$ cat config.mk
export PLATFORM = sky130hd
export DESIGN_NAME = request_latch_db
export DESIGN_NICKNAME = d
export VERILOG_FILES = /design/src/rtl/request_latch_db.sv
export SDC_FILE = /design/constraint.sdc
export NUM_CORES = 1
export LEC_CHECK = 0
export CORE_MARGIN = 2
export CORE_UTILIZATION = 25
export CTS_BUF_LIST = sky130_fd_sc_hd__clkbuf_8
export CTS_CLUSTER_SIZE = 14
export DETAILED_ROUTE_END_ITERATION = 10
export GPL_ROUTABILITY_DRIVEN = 0
export GPL_TIMING_DRIVEN = 0
export MAX_ROUTING_LAYER = met4
export SLEW_MARGIN = 20
export SYNTH_ARGS = -nofsm -noshare
export SYNTH_HDL_FRONTEND = slang
export SYNTH_SLANG_ARGS = --single-unit
$ cat constraint.sdc
create_clock -name clk -period 1.6 [get_ports clk]
set_input_delay 0.32 -clock clk [delete_from_list [all_inputs] [get_ports clk]]
set_output_delay 0.32 -clock clk [all_outputs]
set_load 0.01 [all_outputs]
$ cat src/rtl/request_latch_db.sv
// Elevator call-request register: cabin, hall-up and hall-down buttons are synchronised,
// debounced and latched, and the latched requests are summarised against the car position.
module request_latch_db #(
  parameter int BUTTONS_WIDTH   = 8,
  parameter int FLOOR_BITS      = 3,
  parameter int DEBOUNCE_CYCLES = 4,
  parameter bit CANCEL_EN       = 1'b1
) (
  input  logic                     clk,
  input  logic                     reset,
  input  logic [BUTTONS_WIDTH-1:0] btn_in,
  input  logic [BUTTONS_WIDTH-1:0] btn_up_out,
  input  logic [BUTTONS_WIDTH-1:0] btn_down_out,
  input  logic [BUTTONS_WIDTH-1:0] inactive_in_levels,
  input  logic [BUTTONS_WIDTH-1:0] inactive_out_up_levels,
  input  logic [BUTTONS_WIDTH-1:0] inactive_out_down_levels,
  input  logic [BUTTONS_WIDTH-1:0] floor_enable,
  input  logic [FLOOR_BITS-1:0]    current_floor,
  output logic [BUTTONS_WIDTH-1:0] active_in_levels,
  output logic [BUTTONS_WIDTH-1:0] active_out_up_levels,
  output logic [BUTTONS_WIDTH-1:0] active_out_down_levels,
  output logic                     any_active,
  output logic                     req_above,
  output logic                     req_here,
  output logic                     req_below
);

  localparam int W  = BUTTONS_WIDTH;
  localparam int N  = 3 * BUTTONS_WIDTH;
  localparam int CW = $clog2(DEBOUNCE_CYCLES + 1);
  localparam logic [CW-1:0] CNT_MAX = CW'(DEBOUNCE_CYCLES);

  // Channel k = g*W + i: group g (0 cabin, 1 hall-up, 2 hall-down), floor i.
  logic [N-1:0]  raw_all;
  logic [N-1:0]  clr_all;
  logic [N-1:0]  sync_a;
  logic [N-1:0]  sync_b;
  logic [N-1:0]  db;
  logic [N-1:0]  db_next;
  logic [N-1:0]  press;
  logic [N-1:0]  act;
  logic [N-1:0]  act_next;
  logic [CW-1:0] cnt      [N];
  logic [CW-1:0] cnt_next [N];
  logic [W-1:0]  req_any;
  logic          above_c;
  logic          here_c;
  logic          below_c;

  assign raw_all = {btn_down_out, btn_up_out, btn_in};
  assign clr_all = {inactive_out_down_levels, inactive_out_up_levels, inactive_in_levels};

  // A level change is accepted on the edge after the counter has seen it for DEBOUNCE_CYCLES edges.
  always_comb begin
    db_next = db;
    press   = '0;
    for (int k = 0; k < N; k++) begin
      cnt_next[k] = '0;
      if (sync_b[k] != db[k]) begin
        if (cnt[k] == CNT_MAX) begin
          db_next[k] = sync_b[k];
          press[k]   = sync_b[k];
        end else begin
          cnt_next[k] = cnt[k] + CW'(1);
        end
      end
    end
  end

  // A press outranks a clear strobe; on an active cabin bit it becomes a cancel.
  always_comb begin
    act_next = act;
    for (int g = 0; g < 3; g++) begin
      for (int i = 0; i < W; i++) begin
        if (!floor_enable[i]) begin
          act_next[g*W+i] = 1'b0;
        end else if ((g == 1 && i == W-1) || (g == 2 && i == 0)) begin
          act_next[g*W+i] = 1'b0;
        end else if (press[g*W+i]) begin
          act_next[g*W+i] = (g == 0 && CANCEL_EN) ? ~act[g*W+i] : 1'b1;
        end else if (clr_all[g*W+i]) begin
          act_next[g*W+i] = 1'b0;
        end
      end
    end
  end

  // An out-of-range floor puts every request below the car.
  always_comb begin
    req_any = act[W-1:0] | act[2*W-1:W] | act[N-1:2*W];
    above_c = 1'b0;
    here_c  = 1'b0;
    below_c = 1'b0;
    for (int j = 0; j < W; j++) begin
      if (j > int'(current_floor)) begin
        above_c = above_c | req_any[j];
      end else if (j == int'(current_floor)) begin
        here_c = here_c | req_any[j];
      end else begin
        below_c = below_c | req_any[j];
      end
    end
  end

  always_ff @(posedge clk) begin
    if (reset) begin
      sync_a     <= '0;
      sync_b     <= '0;
      db         <= '0;
      act        <= '0;
      any_active <= 1'b0;
      req_above  <= 1'b0;
      req_here   <= 1'b0;
      req_below  <= 1'b0;
      for (int k = 0; k < N; k++) begin
        cnt[k] <= '0;
      end
    end else begin
      sync_a     <= raw_all;
      sync_b     <= sync_a;
      db         <= db_next;
      act        <= act_next;
      any_active <= |req_any;
      req_above  <= above_c;
      req_here   <= here_c;
      req_below  <= below_c;
      for (int k = 0; k < N; k++) begin
        cnt[k] <= cnt_next[k];
      end
    end
  end

  assign active_in_levels       = act[W-1:0];
  assign active_out_up_levels   = act[2*W-1:W];
  assign active_out_down_levels = act[N-1:2*W];

endmodule

==> results.txt <==
----------------------------------------------------
[Timing]
  Hold Worst Slack ... 409 ps
  Post-route setup TNS ... 0 ps
  Count of final max-slew check failures ... 0
  Time the worst path needs with I/O delays and setup ... 1500 ps
  Unrepaired setup endpoints after global routing ... false
  Final setup skew ... 11.3 ps
  Final WS setup ... 103 ps
  Post-route clock period utilization ... 93.6%
  Rel. slew slack ... 47.2%
  Maximum achievable frequency ... 668 MHz
  Count of final setup violators ... 0
  Worst slew pin tran ... 792 ps
  Final Hold Vio Count ... 0

[Power and ir drop]
  Share of power burned in the clock network ... 40.1%
  Leakage power ... 3.24 nW
  Post-route total power ... 7.39 mW
  Switching power summed over all nets ... 1.78 mW
  Power density relative to cell area ... 923 nW/um2
  Switching power share of the total ... 24.1%
  Max rail drop VDD ... 512 uV
  Portion of total power attributed to sequential cells ... 54.5%
  Portion of total power attributed to combinational logic ... 5.3%
  Total internal power ... 5.61 mW

[Global route]
  Global-route congestion overflow total ... 0
  Wire length of the first global-routing pass ... 22100 um
  Maximum number of pins on one net before global-route repair ... 17
  Total routing usage reported by global routing ... 11.2%
  Antenna violations before repair ... 1
  Number of global-route vias before repair ... 4419

[Clocking]
  Inserted Clock Buffers ... 17
  Clock transition at the register clock pins on the worst setup and hold paths after CTS ... 90 ps
  Maximum buffer depth of the clock tree ... 2
  Worst-Skew Late Latency ... 450 ps
  Clock Sinks ... 158
  Root buf cell ... sky130_fd_sc_hd__clkbuf_8
  Clock tree from TritonCTS ... yes
  Count of H-tree levels built during CTS ... 4

[Cells and area]
  Layout cell share with drive strength beyond 1 ... 5.85%
  Net total in the final layout ... 895
  Post-synthesis to final-layout area growth ... 25.8%
  Leading cell type in the layout, fill and taps excluded ... sky130_fd_sc_hd__dfxtp_1
  Finished Layout Cells ... 1133
  Final instance area ... 8010 um2
  Antenna diode count ... 0
  Fill cell total of the finished layout ... 2679
  Commonest non-fill, non-tap cells in the layout ... sky130_fd_sc_hd__dfxtp_1 (154), sky130_fd_sc_hd__nor2_1 (74), sky130_fd_sc_hd__inv_1 (62), sky130_fd_sc_hd__clkdlybuf4s50_1 (55), sky130_fd_sc_hd__nor2b_1 (52)
  Final Core Density ... 31.9%

[Die]
  Cell row count ... 58
  Die extent in y ... 164 um
  Core area ... 25100 um2
  Die width ... 164 um
  Ports ... 89
  Starting density of the core ... 25.4%
  Die area ... 26800 um2

[Logic synthesis]
  Yosys synthesis warning count ... 0
  Synthesized cell area ... 6370 um2
  Mapped Cells ... 689
  Area leader, netlist ... sky130_fd_sc_hd__dfxtp_1
  Library cells used by synthesis ... 30
  Count of flip-flops with a built-in enable after synthesis ... 0
  Yosys top cell area share ... 49.7%
  Predominant post-synthesis flop cell ... sky130_fd_sc_hd__dfxtp_1
  Main area contributors after synthesis ... sky130_fd_sc_hd__dfxtp_1 (50%), sky130_fd_sc_hd__ha_1 (8.6%), sky130_fd_sc_hd__nor2b_1 (5.1%)
  Average instance area after synthesis ... 9.24 um2
  Proportion of synthesized flip-flops having asynchronous set or reset ... 0%
  Flops & latches, synth ... 158
  Proportion of synthesized chip area in sequential cells ... 49.7%

[Worst setup path]
  Type of the worst setup path ... input port to register
  Critical path's largest stage delay ... 610 ps
  Slowest CP cell ... sky130_fd_sc_hd__clkdlybuf4s50_1
  CP required ... 1980 ps
  CP Launch Type ... input port
  Kind of cell adding the most delay to the critical path ... buffers and inverters
  Crit path cell chain ... clkdlybuf4s50_1 -> mux4_2 -> or3_1 -> o21ai_2
  Worst path arrival time ... 1880 ps
  Bufs and invs on worst path ... 1
  Largest fanout on the critical path ... 5
  Capturing element type of the critical path ... register

[Route]
  Total wire length after detailed routing ... 14300 um
  First drt pass iteration count ... 4
  Via-per-instance ratio ... 4.21
  Routed wire per std cell ... 12.6 um
  Number of antenna-violating nets in the routed design ... 0
  Number of DRC markers after the initial detailed-route iteration ... 213
  Vias after detailed routing ... 4765
  Number of remaining DRC errors ... 0

[Placed design]
  Placement Cell Area ... 7590 um2
  Placed cells ... 1101
  HPWL reported at the end of detailed placement ... 10400 um
  PortBufs ... 81
  Post-place setup slack ... -405 ps

[Job]
  Maximum Capacitance Violations ... 0

[Status]
  Status ... finished, final reports clean

[Min path]
  Min-Delay Path Class ... input port to register

----------------------------------------------------
==> Yosys cell counts, types with 18 or more instances <==
library cell / count
sky130_fd_sc_hd__dfxtp_1: 158
sky130_fd_sc_hd__nor2_1: 74
sky130_fd_sc_hd__inv_1: 62
sky130_fd_sc_hd__nor2b_1: 52
sky130_fd_sc_hd__nand2_1: 49
sky130_fd_sc_hd__a21oi_1: 47
sky130_fd_sc_hd__and3_1: 44
sky130_fd_sc_hd__ha_1: 44
sky130_fd_sc_hd__nor3_1: 28
sky130_fd_sc_hd__nand3_1: 22
sky130_fd_sc_hd__xnor2_1: 22
sky130_fd_sc_hd__mux2i_1: 21
sky130_fd_sc_hd__nor3b_1: 18
==> kinds of logic after synthesis <==
group	Yosys count	share of synthesized area, %
buf+inv	78	4.74
xor+xnor	22	3.03
flops	158	49.7
fa+ha+maj	44	8.65
mux	23	4.01
simple gates	306	25.0
other cells	1	0.0589
compound gates	57	4.81
==> repair_timing <==
| action | CTS | global route |
|---|---|---|
| pin swaps | 0 | 2 |
| buffers inserted | 0 | 0 |
| gates cloned | 0 | 0 |
| hold buffers | 0 | 0 |
| hold endpoints to repair | 0 | 0 |
| resized for setup | 34 | 4 |
| endpoints found under the setup margin | 30 | 2 |
==> per-layer routing <==
layer / routed length (um) / up-vias / part of all wire [%] / GRT usage, %
met5: 0 / - / 0 / -
met2: 6360 / 92 / 45 / 17.3
li1: - / 2475 / - / -
met3: 707 / 13 / 5.0 / 3.17
met1: 7090 / 2185 / 50 / 14.6
met4: 102 / 0 / 0.72 / 2.51
==> sequential cells by signal, summed over array words and instances, names as in the netlist <==
| name | cells |
|---|---|
| req_above | 1 |
| req_here | 1 |
| sync_a | 22 |
| act | 22 |
| sync_b | 22 |
| cnt | 66 |
| req_below | 1 |
| any_active | 1 |
| db | 22 |
==> power groups by stage <==
stage / combinational, mW / clock, mW / sequential, mW
4_1_cts: 0.402 / 3.05 / 4.03
5_1_grt: 0.439 / 3.23 / 4.04
6_report: 0.394 / 2.97 / 4.03
3_5_place_dp: 0.399 / 0 / 4.12
2_1_floorplan: 0.184 / 0 / 4.12
3_3_place_gp: 0.397 / 0 / 4.12
==> worst paths after layout <==
check	depth (start not counted)	slack [ps]	endpoint	start
setup reg to reg	4	120	req_above	act[22]
setup / recovery	4	100	req_here	current_floor[0]
hold reg to reg	1	440	sync_b[18]	sync_a[18]
hold / removal	2	410	sync_a[10]	btn_up_out[2]
==> final cells by class <==
cell class | count | area, um2 | area share (%)
Sequential cell | 158 | 3170 | 39.6
Buffer | 16 | 68.8 | 0.859
Clock buffer | 17 | 234 | 2.92
Clock inverter | 15 | 165 | 2.06
Tap cell | 330 | 413 | 5.16
Timing Repair Buffer | 81 | 778 | 9.72
Inverter | 62 | 233 | 2.91
Multi-Input combinational cell | 454 | 2950 | 36.8
==> worst reg2reg max path: cells and delay by family (launching register included) <==
kind	cells	cell delay, ps
AO/OA/AOI/OAI	1	310
AND/OR/NAND/NOR	3	690
flip-flops	1	340
Power figures use the tool's default switching activity.
